**config.mk**
```make
export PLATFORM = sky130hd
export DESIGN_NAME = beta_hazard_ctrl
export DESIGN_NICKNAME = d
export VERILOG_FILES = /design/src/rtl/beta_pkg.sv /design/src/rtl/beta_hazard_sb.sv /design/src/rtl/beta_hazard_ctrl.sv
export SDC_FILE = /design/constraint.sdc
export NUM_CORES = 1
export LEC_CHECK = 0
export ABC_AREA = 0
export BUFFER_PORTS_ARGS = -buffer_cell sky130_fd_sc_hd__buf_4
export CAP_MARGIN = 10
export CORE_MARGIN = 2
export CORE_UTILIZATION = 45
export DETAILED_ROUTE_END_ITERATION = 10
export GPL_TIMING_DRIVEN = 0
export PLACE_DENSITY = 0.75
export RECOVER_POWER = 50
export SLEW_MARGIN = 40
export SYNTH_ARGS = -nofsm -noshare
export SYNTH_HDL_FRONTEND = slang
export SYNTH_SLANG_ARGS = --single-unit
```
**constraint.sdc**
```tcl
create_clock -name clk_i -period 3 [get_ports clk_i]
set_input_delay 0.45 -clock clk_i [delete_from_list [all_inputs] [get_ports clk_i]]
set_output_delay 0.45 -clock clk_i [all_outputs]
set_load 0.01 [all_outputs]
```
**src/rtl/beta_pkg.sv**
```systemverilog
// -----------------------------------------------------------------------------
// beta_pkg
// Shared types and constants for the beta decode/exe hazard scheduler.
//   hazard_state_t : scheduler FSM states (idle / waiting on a blocked instr)
//   hazard_req_t   : the fields of a decoded instruction the scheduler needs,
//                    held while the instruction waits for its operands
//   HZ_DEPTH_DEFAULT : default number of in-flight register writers tracked
//   HZ_ADDR_W        : register address width (RV32I)
// -----------------------------------------------------------------------------
package beta_pkg;

   localparam int HZ_DEPTH_DEFAULT = 2;
   localparam int HZ_ADDR_W        = 5;

   typedef enum logic [0:0] {
      HZ_IDLE,
      HZ_WAIT
   } hazard_state_t;

   typedef struct packed {
      logic [HZ_ADDR_W-1:0] rs1;
      logic [HZ_ADDR_W-1:0] rs2;
      logic                 rs1_used;
      logic                 rs2_used;
      logic [HZ_ADDR_W-1:0] rd;
      logic                 rd_wr;
   } hazard_req_t;

endpackage

```
**src/rtl/beta_hazard_sb.sv**
```systemverilog
// -----------------------------------------------------------------------------
// beta_hazard_sb
// In-order scoreboard FIFO of destination registers still in flight.
// Ports:
//   clk_i, rst_i         clock, asynchronous active-high reset
//   flush_i              empty the FIFO (wins over push/pop)
//   push_i, push_rd_i    append a destination register at the tail
//   pop_i                retire the head (ignored when empty)
//   src1_i, src2_i       source addresses to compare against valid entries
//   hit*_o               source matches at least one valid entry
//   head_only*_o         the head is the one and only matching entry
//   head_rd_o            destination register at the head
//   empty_o, full_o      occupancy flags
//   count_o              occupancy, 0..Depth
// -----------------------------------------------------------------------------
module beta_hazard_sb
   import beta_pkg::*;
#(
   parameter int Depth     = HZ_DEPTH_DEFAULT,
   parameter int AddrWidth = HZ_ADDR_W
) (
   input  logic                   clk_i,
   input  logic                   rst_i,
   input  logic                   flush_i,
   input  logic                   push_i,
   input  logic [AddrWidth-1:0]   push_rd_i,
   input  logic                   pop_i,
   input  logic [AddrWidth-1:0]   src1_i,
   input  logic [AddrWidth-1:0]   src2_i,
   output logic                   hit1_o,
   output logic                   hit2_o,
   output logic                   head_only1_o,
   output logic                   head_only2_o,
   output logic [AddrWidth-1:0]   head_rd_o,
   output logic                   empty_o,
   output logic                   full_o,
   output logic [$clog2(Depth):0] count_o
);

   localparam int PtrW = $clog2(Depth);
   localparam int CntW = PtrW + 1;

   logic [AddrWidth-1:0] rd_q [Depth];
   logic [AddrWidth-1:0] rd_d [Depth];
   logic [PtrW-1:0]      head_q, head_d, tail_q, tail_d;
   logic [CntW-1:0]      count_q, count_d;
   logic [Depth-1:0]     valid, match1, match2, head_oh;
   logic                 do_push, do_pop;

   // An entry is valid when its distance from the head (mod Depth) is below
   // the occupancy; Depth is a power of two so the subtraction wraps freely.
   for (genvar gi = 0; gi < Depth; gi++) begin : g_entry
      logic [PtrW-1:0] offset;
      assign offset      = PtrW'(gi) - head_q;
      assign valid[gi]   = {1'b0, offset} < count_q;
      assign match1[gi]  = valid[gi] & (rd_q[gi] == src1_i);
      assign match2[gi]  = valid[gi] & (rd_q[gi] == src2_i);
      assign head_oh[gi] = (head_q == PtrW'(gi));
   end

   assign hit1_o       = |match1;
   assign hit2_o       = |match2;
   assign head_only1_o = hit1_o & (match1 == head_oh);
   assign head_only2_o = hit2_o & (match2 == head_oh);
   assign head_rd_o    = rd_q[head_q];
   assign empty_o      = (count_q == '0);
   assign full_o       = (count_q == CntW'(Depth));
   assign count_o      = count_q;

   always_comb begin
      rd_d    = rd_q;
      head_d  = head_q;
      tail_d  = tail_q;
      count_d = count_q;
      do_pop  = pop_i & ~empty_o;
      // A push into a full FIFO is legal only when the head leaves this cycle.
      do_push = push_i & (~full_o | do_pop);
      if (flush_i) begin
         head_d  = '0;
         tail_d  = '0;
         count_d = '0;
      end else begin
         if (do_push) begin
            rd_d[tail_q] = push_rd_i;
            tail_d       = tail_q + PtrW'(1);
         end
         if (do_pop) begin
            head_d = head_q + PtrW'(1);
         end
         count_d = count_q + CntW'(do_push) - CntW'(do_pop);
      end
   end

   always_ff @(posedge clk_i or posedge rst_i) begin
      if (rst_i) begin
         rd_q    <= '{default: '0};
         head_q  <= '0;
         tail_q  <= '0;
         count_q <= '0;
      end else begin
         rd_q    <= rd_d;
         head_q  <= head_d;
         tail_q  <= tail_d;
         count_q <= count_d;
      end
   end

endmodule

```
**src/rtl/beta_hazard_ctrl.sv**
```systemverilog
// -----------------------------------------------------------------------------
// beta_hazard_ctrl
// RAW hazard scheduler at the beta decode/exe boundary. Each new decoded
// instruction is issued at once, issued with writeback forwarding, or held
// (stall) until the blocking writer retires.
// Ports:
//   clk_i, rst_i            clock, asynchronous active-high reset
//   dec_*                   new decoded instruction (pulse + fields)
//   wb_valid_i, wb_rd_addr_i  in-order writeback retiring the oldest writer
//   flush_i                 drop all in-flight and waiting state
//   issue_o, stall_o        release to exe / hold fetch+decode
//   forward_en_o, forward_src_o  use wb data for opA ([0]) / opB ([1])
//   inflight_o              scoreboard occupancy
//   proto_err_o             sticky protocol error
// Optional macro BETA_HAZARD_PERF_EN adds stall_cnt_o / fwd_cnt_o saturating
// performance counters (cleared by reset only).
// -----------------------------------------------------------------------------
module beta_hazard_ctrl
   import beta_pkg::*;
#(
   parameter int Depth     = HZ_DEPTH_DEFAULT,
   parameter int AddrWidth = HZ_ADDR_W
) (
   input  logic                   clk_i,
   input  logic                   rst_i,
   input  logic                   dec_new_instr_i,
   input  logic [AddrWidth-1:0]   dec_rsrc1_addr_i,
   input  logic [AddrWidth-1:0]   dec_rsrc2_addr_i,
   input  logic                   dec_rs1_used_i,
   input  logic                   dec_rs2_used_i,
   input  logic [AddrWidth-1:0]   dec_rd_addr_i,
   input  logic                   dec_rd_wr_i,
   input  logic                   wb_valid_i,
   input  logic [AddrWidth-1:0]   wb_rd_addr_i,
   input  logic                   flush_i,
   output logic                   issue_o,
   output logic                   stall_o,
   output logic                   forward_en_o,
   output logic [1:0]             forward_src_o,
   output logic [$clog2(Depth):0] inflight_o,
   output logic                   proto_err_o
`ifdef BETA_HAZARD_PERF_EN
   ,
   output logic [31:0]            stall_cnt_o,
   output logic [31:0]            fwd_cnt_o
`endif
);

   hazard_state_t state_q, state_d;
   hazard_req_t   req_q, req_d, cur;
   logic          proto_err_q, proto_err_d;

   logic          hit1, hit2, head_only1, head_only2, sb_empty, sb_full;
   logic [AddrWidth-1:0] head_rd;
   logic          req_pending, live1, live2, push_req, pop;
   logic          fwd1, fwd2, hazard, issue, stall, push, err_now;
   logic [1:0]    fwd_src;

   always_comb begin
      // In WAIT the held instruction is evaluated; decode inputs are ignored.
      if (state_q == HZ_WAIT) begin
         cur = req_q;
      end else begin
         cur = '{rs1: dec_rsrc1_addr_i, rs2: dec_rsrc2_addr_i,
                 rs1_used: dec_rs1_used_i, rs2_used: dec_rs2_used_i,
                 rd: dec_rd_addr_i, rd_wr: dec_rd_wr_i};
      end
   end

   beta_hazard_sb #(
      .Depth     (Depth),
      .AddrWidth (AddrWidth)
   ) u_sb (
      .clk_i        (clk_i),
      .rst_i        (rst_i),
      .flush_i      (flush_i),
      .push_i       (push),
      .push_rd_i    (cur.rd),
      .pop_i        (pop),
      .src1_i       (cur.rs1),
      .src2_i       (cur.rs2),
      .hit1_o       (hit1),
      .hit2_o       (hit2),
      .head_only1_o (head_only1),
      .head_only2_o (head_only2),
      .head_rd_o    (head_rd),
      .empty_o      (sb_empty),
      .full_o       (sb_full),
      .count_o      (inflight_o)
   );

   always_comb begin
      req_pending = (state_q == HZ_WAIT) | dec_new_instr_i;
      live1       = cur.rs1_used & (cur.rs1 != '0);
      live2       = cur.rs2_used & (cur.rs2 != '0);
      push_req    = cur.rd_wr & (cur.rd != '0);
      pop         = wb_valid_i & ~sb_empty;
      // Forwarding works only when the retiring head is the sole producer.
      fwd1        = live1 & head_only1 & wb_valid_i;
      fwd2        = live2 & head_only2 & wb_valid_i;
      hazard      = (live1 & hit1 & ~fwd1) | (live2 & hit2 & ~fwd2)
                  | (sb_full & push_req & ~pop);
      issue       = req_pending & ~hazard & ~flush_i;
      if (state_q == HZ_WAIT) begin
         stall = ~issue;
      end else begin
         stall = dec_new_instr_i & hazard & ~flush_i;
      end
      fwd_src     = issue ? {fwd2, fwd1} : 2'b00;
      push        = issue & push_req;
      err_now     = (dec_new_instr_i & (state_q == HZ_WAIT) & stall)
                  | (wb_valid_i & (sb_empty | (wb_rd_addr_i != head_rd)));
      proto_err_d = proto_err_q | err_now;

      state_d = state_q;
      req_d   = req_q;
      if (flush_i) begin
         state_d = HZ_IDLE;
      end else if (state_q == HZ_IDLE) begin
         if (dec_new_instr_i & hazard) begin
            state_d = HZ_WAIT;
            req_d   = cur;
         end
      end else if (issue) begin
         state_d = HZ_IDLE;
      end
   end

   always_ff @(posedge clk_i or posedge rst_i) begin
      if (rst_i) begin
         state_q     <= HZ_IDLE;
         req_q       <= '0;
         proto_err_q <= 1'b0;
      end else begin
         state_q     <= state_d;
         req_q       <= req_d;
         proto_err_q <= proto_err_d;
      end
   end

   assign issue_o       = issue;
   assign stall_o       = stall;
   assign forward_src_o = fwd_src;
   assign forward_en_o  = |fwd_src;
   assign proto_err_o   = proto_err_q;

`ifdef BETA_HAZARD_PERF_EN
   logic [31:0] stall_cnt_q, stall_cnt_d, fwd_cnt_q, fwd_cnt_d;

   always_comb begin
      stall_cnt_d = stall_cnt_q;
      fwd_cnt_d   = fwd_cnt_q;
      if (stall && stall_cnt_q != 32'hFFFF_FFFF) begin
         stall_cnt_d = stall_cnt_q + 32'd1;
      end
      if (issue && (|fwd_src) && fwd_cnt_q != 32'hFFFF_FFFF) begin
         fwd_cnt_d = fwd_cnt_q + 32'd1;
      end
   end

   always_ff @(posedge clk_i or posedge rst_i) begin
      if (rst_i) begin
         stall_cnt_q <= '0;
         fwd_cnt_q   <= '0;
      end else begin
         stall_cnt_q <= stall_cnt_d;
         fwd_cnt_q   <= fwd_cnt_d;
      end
   end

   assign stall_cnt_o = stall_cnt_q;
   assign fwd_cnt_o   = fwd_cnt_q;
`endif

endmodule

```
==> impl_metrics.env <==
export IMPL_cts_max_level=2
export IMPL_path_class="reg -> out"
export IMPL_worstSetupStartpointType="flip-flop"
export IMPL_grt_remaining_overflow=0
export IMPL_whs_ns=0.4008
export IMPL_wl_per_cell_um=17.66
export IMPL_setup_ws_ns=-0.1352
export IMPL_initial_utilization_pct=47.66
export IMPL_fmax_mhz=319.0
export IMPL_ys_warn_count=0
export IMPL_fin_skew_ns=0.004617
export IMPL_synth_enable_flop_cells=0
export IMPL_synthTopCellsByArea="dfrtp_1, mux2_2, xnor2_1"
export IMPL_min_path_type="in -> reg"
export IMPL_syn_avg_cell_area_um2=11.54
export IMPL_clkPwrFrac_pct=17.2
export IMPL_root_buffer="clkbuf_8"
export IMPL_pin_count=36
export IMPL_final_util_pct=64.39
export IMPL_drc=0
export IMPL_arrival_ns=2.69
export IMPL_syn2layout_area_growth_pct=35.10
export IMPL_reg2regPathDepth=14
export IMPL_fp_dieArea_um2=5690
export IMPL_rows=25
export IMPL_synth_top_area_share_pct=37.06
export IMPL_dp_hpwl_um=3909
export IMPL_grt_max_degree=35
export IMPL_status="finished with violations"
export IMPL_ys_flop_type="dfrtp_1"
export IMPL_maxCapViolCount=0
export IMPL_numCtsBuffers=5
export IMPL_maxSlewHeadroom_pct=11.94
export IMPL_grt_pass1_wl_um=8832
export IMPL_ys_seq_area_share_pct=37.06
export IMPL_antenna_found_initial=0
export IMPL_crit_path_max_fanout=7
export IMPL_violations="negative setup slack"
export IMPL_critPathRequiredTime_ns=2.55
export IMPL_reg2reg_from="state_q$_DFF_PP0_"
export IMPL_ctsLongestPathBuffers=2
export IMPL_place_area_um2=2635
export IMPL_drive_gt1_share_pct=51.17
export IMPL_swShare_pct=36.14
export IMPL_reg2reg_slack_ns=0.07
export IMPL_yosys_area_top_type="dfrtp_1"
export IMPL_timing_rr_end="u_sb.rd_q[3]$_DFFE_PP0P_"
export IMPL_dieWidth_um=75.43
export IMPL_drt_iter0_drc=82
export IMPL_seqPwrFrac_pct=43.1
export IMPL_startpoint="req_q[1]$_DFFE_PP0P_"
export IMPL_setup_worst_path_end="forward_en_o"
export IMPL_synth_seq_cells=34
export IMPL_drt_wl_total_um=5703
export IMPL_rsz0062_at_grt="yes"
export IMPL_combPwrFrac_pct=39.7
export IMPL_timing_final_crit_period_ns=3.135
export IMPL_grt_usage_pct=21.32
export IMPL_ys_types=46
export IMPL_intPower_w=0.001198
export IMPL_final_cell_area_um2=3102
export IMPL_endpoint_kind="output port"
export IMPL_grt_pass1_vias=1792
export IMPL_finalHoldViolations=0
export IMPL_io_buffers=34
export IMPL_core_um2=4817
export IMPL_worst_slew_pin_slew_ns=1.319
export IMPL_finalCritPeriodShare_pct=104.5
export IMPL_n_antenna_cell=0
export IMPL_final_nets=286
export IMPL_dieHeight_um=75.43
export IMPL_worst_skew_pair_late_latency_ns=0.29
export IMPL_power_density_nw_per_um2=604.7
export IMPL_vias=1772
export IMPL_cts_tree="done"
export IMPL_async_reset_ff_share_pct=100.0
export IMPL_antenna_left=0
export IMPL_synth_area_um2=2296
export IMPL_vdd_drop_max_mv=0.3673
export IMPL_synth_cells=199
export IMPL_p_leak_nw=1.314
export IMPL_hold_buffers=0
export IMPL_synth_most_common_cell="dfrtp_1"
export IMPL_slew_viol_final=0
export IMPL_switchingPower_w=0.0006777
export IMPL_place_congestion=0.8341
export IMPL_syn_nets=229
export IMPL_vias_per_cell=5.486
export IMPL_clkSlewWorstSetupHoldPaths_ns=0.07
export IMPL_cts_sinks=34
export IMPL_drt_pass1_iter_count=4
export IMPL_synthTopCellsByCount="dfrtp_1, mux2_2, xnor2_1"
export IMPL_finalSetupViolCount=5
[area by class of cell]
class,instances,area (µm²)
inverter,5,18.77
sequential,34,850.8
clock buffer,5,68.82
buffer,6,57.56
tap,67,83.83
multi-input combinational,152,1573
fill,389,1715
timing repair buffer,52,439.2
clock inverter,2,10.01
[worst min path at each step]
stage,to,startpoint,slack (ns),cells after the start
CTS,req_q[4]$_DFFE_PP0P_,rst_i,0.31,2
global route,req_q[0]$_DFFE_PP0P_,dec_rd_wr_i,0.40,2
finish,req_q[0]$_DFFE_PP0P_,dec_rd_wr_i,0.40,2
detailed placement,proto_err_o$_DFF_PP0_,proto_err_o$_DFF_PP0_,0.46,2
floorplan,req_q[0]$_DFFE_PP0P_,req_q[0]$_DFFE_PP0P_,0.48,1
global placement,proto_err_o$_DFF_PP0_,proto_err_o$_DFF_PP0_,0.46,2
[routing by layer]
metal	GRT usage [%]	wire length [µm]	part of all wire (%)	vias to the layer above
met3	3.439	220	3.9	15
met1	26.78	2359	41	871
met5	0	0	0	-
li1	-	-	-	836
met2	37.20	2953	52	50
met4	7.407	169	3.0	0
[state kept, by name (all words and copies together) (netlist names)]
name          cells
state_q           1
u_sb.rd_q        10
u_sb.tail_q       1
u_sb.count_o      2
u_sb.head_q       1
proto_err_o       1
req_q            18
[critical path, stage by stage, from the launching register on]
cell,delay [ns]
dfrtp_1,0.39
or4_1,0.53
o211ai_1,0.30
o21ai_1,0.16
a32oi_2,0.24
a32oi_4,0.11
or2_4,0.32
a211oi_2,0.18
buf_4,0.16
[metrics by stage]
stage	TNS (ns)	instances	power (W)	setup WS, ns
after CTS	-1.535	320	0.001816	-0.1431
after floorplan	0	199	0.001272	0.06656
after global routing	-0.9734	323	0.001992	-0.2513
final	-0.3657	323	0.001876	-0.1352
after global placement	-1.219	300	0.001420	-0.2604
after detailed placement	-1.697	300	0.001451	-0.2947
[timing repair]
action | 4_1_cts | 5_1_grt
setup endpoints to repair | 13 | 27
buffers inserted | 13 | 6
gates cloned | 1 | 0
resized for setup | 20 | 27
pin swaps | 9 | 17
endpoints found under the hold margin | 0 | 0
[power by group through the flow]
stage	registers [W]	clock network (W)	logic (W)
floorplan	0.000739	0	0.000533
global placement	0.000780	0	0.000640
detailed placement	0.000785	0	0.000665
CTS	0.000791	0.000328	0.000697
global route	0.000833	0.000348	0.000811
finish	0.000809	0.000322	0.000744
[logic make-up (layout without fill, tap and decap cells)]
| kind of cell | count (synthesis) | after routing | synth area share, % |
|---|---|---|---|
| xor+xnor | 28 | 28 | 10.68 |
| buf+inv | 13 | 70 | 3.160 |
| compound gates | 25 | 25 | 9.593 |
| mux | 48 | 48 | 24.20 |
| simple gates | 49 | 49 | 14.22 |
| fa+ha+maj | 2 | 2 | 1.090 |
| flops | 34 | 34 | 37.06 |
[cells in the final DEF, fill, tap and decap left out, types with 4 or more instances in the layout]
master	instances
buf_12	4
buf_4	47
clkbuf_8	5
dfrtp_1	34
inv_1	5
mux2_2	21
mux2_4	12
mux2i_1	7
mux2i_4	5
nand2_1	5
nor2_1	12
nor3_2	4
o211ai_1	4
o21ai_0	4
or4_1	6
xnor2_1	20
xor2_1	4
Power figures use the tool's default switching activity.
